## src/rtl/clk_div_prog_if.sv

```systemverilog
`default_nettype none
// ============================================================================
//  Module      : clk_div_prog_if
//  Description : Control/status bundle of the programmable clock divider.
//                The master side (controller) drives enable and divisor
//                loads. The slave side (divider) returns the divided clock,
//                the edge strobes and the divisor status.
//                With CLKDIV_SYNC_EN defined, a phase-restart input sync_in
//                is added.
//  Revision    : 1.0 - initial release
// ============================================================================
interface clk_div_prog_if #(
    parameter int CNT_W = 8
);
    logic             en;
    logic [CNT_W-1:0] div_in;
    logic             div_load;
`ifdef CLKDIV_SYNC_EN
    logic             sync_in;
`endif
    logic             clk_out;
    logic             rise_stb;
    logic             fall_stb;
    logic [CNT_W-1:0] div_active;
    logic             div_pending;

    // Controller side
    modport master (
        output en, div_in, div_load,
`ifdef CLKDIV_SYNC_EN
        output sync_in,
`endif
        input  clk_out, rise_stb, fall_stb, div_active, div_pending
    );

    // Divider side
    modport slave (
        input  en, div_in, div_load,
`ifdef CLKDIV_SYNC_EN
        input  sync_in,
`endif
        output clk_out, rise_stb, fall_stb, div_active, div_pending
    );
endinterface
`default_nettype wire

```

## src/rtl/clk_div_prog.sv

```systemverilog
`default_nettype none
// ============================================================================
//  Module      : clk_div_prog
//  Description : Runtime-programmable clock divider. Produces a registered,
//                glitch-free divided clock plus single-cycle rise/fall
//                strobes. Divisor changes are applied only at period
//                boundaries (or immediately while disabled). Odd divisors
//                give the extra cycle to the high phase.
//                Optional macro CLKDIV_SYNC_EN adds sync_in, which restarts
//                the period (high phase first) while enabled.
//  Revision    : 1.0 - initial release
// ============================================================================
module clk_div_prog #(
    parameter int CNT_W       = 8,
    parameter int DIV_DEFAULT = 25,
    parameter bit IDLE_LVL    = 1'b1
) (
    input  wire logic          clk,
    input  wire logic          rst_n,
    clk_div_prog_if.slave      bus
);

    localparam logic [CNT_W-1:0] c_ONE         = CNT_W'(1);
    localparam logic [CNT_W-1:0] c_TWO         = CNT_W'(2);
    localparam logic [CNT_W-1:0] c_DIV_DEFAULT = CNT_W'(DIV_DEFAULT);

    logic [CNT_W-1:0] cnt_q, cnt_d;
    logic [CNT_W-1:0] div_act_q, div_act_d;
    logic [CNT_W-1:0] pend_val_q, pend_val_d;
    logic             pend_q, pend_d;
    logic             run_q, run_d;
    logic             clk_out_q, clk_out_d;
    logic             rise_q, rise_d;
    logic             fall_q, fall_d;

    logic [CNT_W-1:0] w_load_val;
    logic [CNT_W-1:0] w_div_next;
    logic [CNT_W:0]   w_half;
    logic             w_last;
    logic             w_sync;

`ifdef CLKDIV_SYNC_EN
    assign w_sync = bus.sync_in;
`else
    assign w_sync = 1'b0;
`endif

    // Divisors below 2 cannot form a high and a low phase, so clamp to 2
    assign w_load_val = (bus.div_in < c_TWO) ? c_TWO : bus.div_in;
    assign w_last     = (cnt_q == (div_act_q - c_ONE));

    // Next-state: counter, divisor bookkeeping, clock level and strobes
    always_comb begin
        cnt_d      = cnt_q;
        run_d      = bus.en;
        clk_out_d  = clk_out_q;
        rise_d     = 1'b0;
        fall_d     = 1'b0;
        div_act_d  = div_act_q;
        pend_d     = pend_q;
        pend_val_d = bus.div_load ? w_load_val : pend_val_q;
        w_div_next = div_act_q;
        w_half     = '0;

        if (!bus.en) begin
            // Idle: park at idle level, apply any pending/new divisor at once
            cnt_d     = '0;
            clk_out_d = IDLE_LVL;
            pend_d    = 1'b0;
            if (bus.div_load)
                div_act_d = w_load_val;
            else if (pend_q)
                div_act_d = pend_val_q;
        end else if (!run_q) begin
            // First enabled edge: fresh period, high phase, no strobe
            cnt_d     = '0;
            clk_out_d = 1'b1;
            if (bus.div_load)
                pend_d = 1'b1;
        end else begin
            if (w_sync || w_last) begin
                // Period start: a load in this same cycle wins over the
                // older pending value and applies to the new period
                cnt_d = '0;
                if (bus.div_load) begin
                    w_div_next = w_load_val;
                    pend_d     = 1'b0;
                end else if (pend_q) begin
                    w_div_next = pend_val_q;
                    pend_d     = 1'b0;
                end
            end else begin
                cnt_d = cnt_q + c_ONE;
                if (bus.div_load)
                    pend_d = 1'b1;
            end
            div_act_d = w_div_next;
            w_half    = ({1'b0, w_div_next} + {{CNT_W{1'b0}}, 1'b1}) >> 1;
            clk_out_d = ({1'b0, cnt_d} < w_half);
            rise_d    = clk_out_d & ~clk_out_q;
            fall_d    = ~clk_out_d & clk_out_q;
        end
    end

    // State register with asynchronous reset to idle and default divisor
    always_ff @(posedge clk or negedge rst_n) begin
        if (!rst_n) begin
            cnt_q      <= '0;
            run_q      <= 1'b0;
            clk_out_q  <= IDLE_LVL;
            rise_q     <= 1'b0;
            fall_q     <= 1'b0;
            div_act_q  <= c_DIV_DEFAULT;
            pend_q     <= 1'b0;
            pend_val_q <= c_DIV_DEFAULT;
        end else begin
            cnt_q      <= cnt_d;
            run_q      <= run_d;
            clk_out_q  <= clk_out_d;
            rise_q     <= rise_d;
            fall_q     <= fall_d;
            div_act_q  <= div_act_d;
            pend_q     <= pend_d;
            pend_val_q <= pend_val_d;
        end
    end

    assign bus.clk_out     = clk_out_q;
    assign bus.rise_stb    = rise_q;
    assign bus.fall_stb    = fall_q;
    assign bus.div_active  = div_act_q;
    assign bus.div_pending = pend_q;

endmodule
`default_nettype wire
```

## src/flat_wrapper.sv

```systemverilog
// flat-port wrapper written by rule: the top's interface ports become plain ports
module clk_div_prog_flat 
#(
    parameter int CNT_W       = 8,
    parameter int DIV_DEFAULT = 25,
    parameter bit IDLE_LVL    = 1'b1
)
  (clk, rst_n, bus_en, bus_div_in, bus_div_load, bus_clk_out, bus_rise_stb, bus_fall_stb, bus_div_active, bus_div_pending);
  clk_div_prog_if #(.CNT_W(CNT_W)) bus_i ();
  input  wire logic clk;
  input  wire logic rst_n;
  input wire logic [$bits(bus_i.en)-1:0] bus_en;
  input wire logic [$bits(bus_i.div_in)-1:0] bus_div_in;
  input wire logic [$bits(bus_i.div_load)-1:0] bus_div_load;
  output wire logic [$bits(bus_i.clk_out)-1:0] bus_clk_out;
  output wire logic [$bits(bus_i.rise_stb)-1:0] bus_rise_stb;
  output wire logic [$bits(bus_i.fall_stb)-1:0] bus_fall_stb;
  output wire logic [$bits(bus_i.div_active)-1:0] bus_div_active;
  output wire logic [$bits(bus_i.div_pending)-1:0] bus_div_pending;
  assign bus_i.en = bus_en;
  assign bus_i.div_in = bus_div_in;
  assign bus_i.div_load = bus_div_load;
  assign bus_clk_out = bus_i.clk_out;
  assign bus_rise_stb = bus_i.rise_stb;
  assign bus_fall_stb = bus_i.fall_stb;
  assign bus_div_active = bus_i.div_active;
  assign bus_div_pending = bus_i.div_pending;
  clk_div_prog #(.CNT_W(CNT_W), .DIV_DEFAULT(DIV_DEFAULT), .IDLE_LVL(IDLE_LVL)) u_core (.clk(clk), .rst_n(rst_n), .bus(bus_i));
endmodule
```

## config.mk

```make
export PLATFORM = sky130hd
export DESIGN_NAME = clk_div_prog_flat
export DESIGN_NICKNAME = d
export VERILOG_FILES = /design/src/rtl/clk_div_prog_if.sv /design/src/rtl/clk_div_prog.sv /design/src/flat_wrapper.sv
export SDC_FILE = /design/constraint.sdc
export NUM_CORES = 1
export LEC_CHECK = 0
export BUFFER_PORTS_ARGS = -buffer_cell sky130_fd_sc_hd__buf_2
export CORE_ASPECT_RATIO = 1.75
export CORE_MARGIN = 2
export CORE_UTILIZATION = 42
export DETAILED_ROUTE_END_ITERATION = 8
export MAX_ROUTING_LAYER = met4
export PLACE_DENSITY = 0.68
export SETUP_SLACK_MARGIN = 0.2
export SYNTH_ARGS = -nofsm -noshare
export SYNTH_HDL_FRONTEND = slang
export SYNTH_SLANG_ARGS = --single-unit
```

## constraint.sdc

```tcl
create_clock -name clk -period 4.95 [get_ports clk]
set_input_delay 0.495 -clock clk [delete_from_list [all_inputs] [get_ports clk]]
set_output_delay 0.495 -clock clk [all_outputs]
set_load 0.02 [all_outputs]
```

==> impl_results.md <==
* Outcome: complete, no violations
* Yosys reg bits at 29
* WL final at 5210 um
* Dpl cell area at between 2000 and 2500 um2
* Fillers at 505
* Global Route Usage Sum at 19.6%
* GR Overflow Total at 0
* Avg WL per Cell at 16.7 um
* Seq/Total Area, Yosys at between 30% and 40%
* Crit path DAT at 4570 ps
* Antenna diodes at 0
* RD Place Congestion at 0.900
* Num rows at 35
* Die width at 59.2 um
* P&R area growth vs syn at 8.72%
* Period minus WS final at 4350 ps
* Antenna Nets Post-Route at 0
* Unique masters post-synth at 52
* FF/Latch Area at 734 um2
* Largest net degree at the start of global routing at 30
* Share of cells above drive strength 1 at 20.6%
* Peak supply drop at 0.228 mV
* Synth top area cells: dfrtp_1, dfstp_2, xnor2_1
* FFs w/ async S/R, synth at 100%
* Total number of vias at 1797
* Post-synth top area cell: dfrtp_1
* Setup_tns at 0 ps
* Worst setup path category: flop to flop
* Height of the die at 101 um
* Initial antenna violation count at 0
* CTS HTree Levels at 2
* Dpl cells at just over 300
* CTS buffer count at 5
* Startpoint types: flop
* Slew @ Worst Pin at 660 ps
* Post-synth top area share at between 20% and 30%
* RSZ-0062 raised after global routing: no
* Mapped Cells at 238
* DR DRC count at 0
* Post-CTS Setup Inserts at 0
* Ys Warns at 0
* Cells along the critical path: inv_1 -> ha_1 -> xnor2_1 -> and4b_1 -> a41oi_1 -> nand2_2 -> and2_1 -> mux2i_1 -> ha_1 -> nand2_1 -> nor2_1 -> nand3_1 -> a21oi_1 -> a41oi_1 -> ha_1 -> and4_1 -> o21ai_0 -> a2111oi_4 -> o2111a_1
* Syn Nets at 260
* Req. time, crit path at 5170 ps
* Clock Tree Root: clkbuf_8
* First-pass GRT wire length at 8540 um
* Synthesized area per cell at 9.40 um2
* Final max-slew violation count at 0
* Setup violators final at 0
* Clock sinks at 29
* CTS tree: done
* 1st-iter DRT viols at 41
* Post-layout instance area at 2430 um2
* Pleak at 1.08 nW
* Final core utilization at 46.7%
* Most used cell, CP: ha_1
* Relative slew slack at 56.0%
* Primary FF master, synth: dfrtp_1
* TritonRoute pass-1 iters at 4
* CTS Buffer Depth at 2
* Multi-input gate area at 1360 um2
* Die Footprint at roughly 5900 um2
* Fin cells at between 300 and 400
* Vias per cell at around 5.8
* Clk pin slew, worst setup/hold paths at around 60 ps
* Post-synth EDFFs at 0
* Critical-path cell with the highest stage delay: dfstp_2
* I/O Pins at 24
* Max-Cap Viols at 0
* Post-cts resize count at 0
* HP Class: primary input to asynchronous set/reset pin
* Hold Vio Cnt, Final at 0
* CP endpoint kind: flop
* Post-DP HPWL at 3860 um
* Total power at 0.000755 W
* Nets@finish at 278
* CORE AREA at 5210 um2
* PwrDens at 310 nW/um2
* CP max FO at 10
* Initial Utilization at 42.9%
* PortBufs at 23
* Vias in the first global route at 1738
* Synthesized cell area at 2240 um2
* Skew-Pair Late Insertion Delay at 290 ps
* Share of the cycle needed by the critical path after routing at between 80 and 90%
* Clk_skew at 5.47 ps
* Fmax at 230 MHz
* Hold buffers post-CTS at 0
* Critical Path Max Stage Delay at 630 ps
[report_power, final]
part | total [W] | internal (W) | switching, W
clock network | 0.000203 | 0.000113 | 0.0000894
registers | 0.000312 | 0.000263 | 0.0000494
logic | 0.000240 | 0.000105 | 0.000135
[layout make-up]
cell class                      count  area share, %
Multi-Input combinational cell    182           55.9
Clock buffer                        8           3.70
Inverter                           13           2.01
Sequential cell                    29           30.2
Tap cell                           55           2.83
Timing Repair Buffer               25           5.35
[cell usage in the layout, fill, tap and decap left out, types with 3 or more instances in the layout]
cell type and count:
nand2b_1 5, o21a_1 4, nand3_1 8, a21oi_1 9, mux2i_1 15, mux2_4 4, o21ai_1 3, dfstp_2 7
xor2_1 7, buf_2 23, dfrtp_1 22, nand2_1 9, and3_1 3, nor2_1 21, ha_1 10, clkbuf_8 6
nor3_1 12, nand4_1 3, xnor2_1 18, inv_1 13, nor2b_1 4, o21ai_0 12
[logic make-up (layout without fill, tap and decap cells)]
kind of cell    count (synthesis)  in the layout  synth area share, %
simple gates                   81             81                 20.9
mux                            21             21                 10.4
fa+ha+maj                      10             10                 5.59
buf+inv                        27             46                 6.38
flops                          29             29                 32.8
xor+xnor                       25             25                 9.79
compound gates                 45             45                 14.2
[metrics by stage]
| step | hold slack (ps) | setup WS, ps |
|---|---|---|
| after detailed placement | 461 | 624 |
| after global placement | 459 | 796 |
| final | 232 | 597 |
| after CTS | 263 | 601 |
| after global routing | 291 | 276 |
| after floorplan | 199 | 526 |
[cell usage after synthesis, drive strengths merged, types with 3 or more instances]
cell	number
nand2	10
xnor2	18
nand3	8
nand4	3
a21oi	9
inv	13
xor2	7
nor2	21
dfrtp	22
o21ai	15
mux2	6
nor2b	4
dfstp	7
nor3	13
buf	11
nand2b	5
ha	10
o21a	4
mux2i	15
and3	3
nor4	3
clkbuf	3
[final timing paths]
kind	startpoint	slack [ps]	cells past startpoint	endpoint
max	u_core.bus.div_active[0]	600	19	u_core.bus.fall_stb
min	rst_n	230	1	u_core.cnt_q[0]
max reg2reg	u_core.bus.div_active[0]	600	19	u_core.bus.fall_stb
min reg2reg	u_core.pend_val_q[3]	470	2	u_core.pend_val_q[3]
max in group asynchronous	rst_n	4280	1	u_core.bus.div_active[2]
min in group clk	bus_en	380	1	u_core.run_q
[metal layers]
layer	GRT usage (%)	vias to the layer above	wire, um
li1	-	878	-
met1	22.2	863	2060
met4	9.79	0	172
met3	2.82	14	160
met2	32.9	42	2820
met5	-	-	0
[state kept, by name, indices dropped and copies added, names as in the netlist]
signal,count
u_core.cnt_q,8
u_core.pend_val_q,8
u_core.bus.div_active,8
u_core.run_q,1
u_core.bus.clk_out,1
u_core.bus.fall_stb,1
u_core.bus.rise_stb,1
u_core.bus.div_pending,1
[worst max-delay path, delay by kind of cell, from the launching register on]
family | cells | cell delay [ps]
flops | 1 | 630
xor+xnor | 1 | 150
buf+inv | 1 | 90
compound gates | 6 | 1200
simple gates | 7 | 1150
mux | 1 | 170
fa+ha+maj | 3 | 890
(Power assumes the default switching activity.)
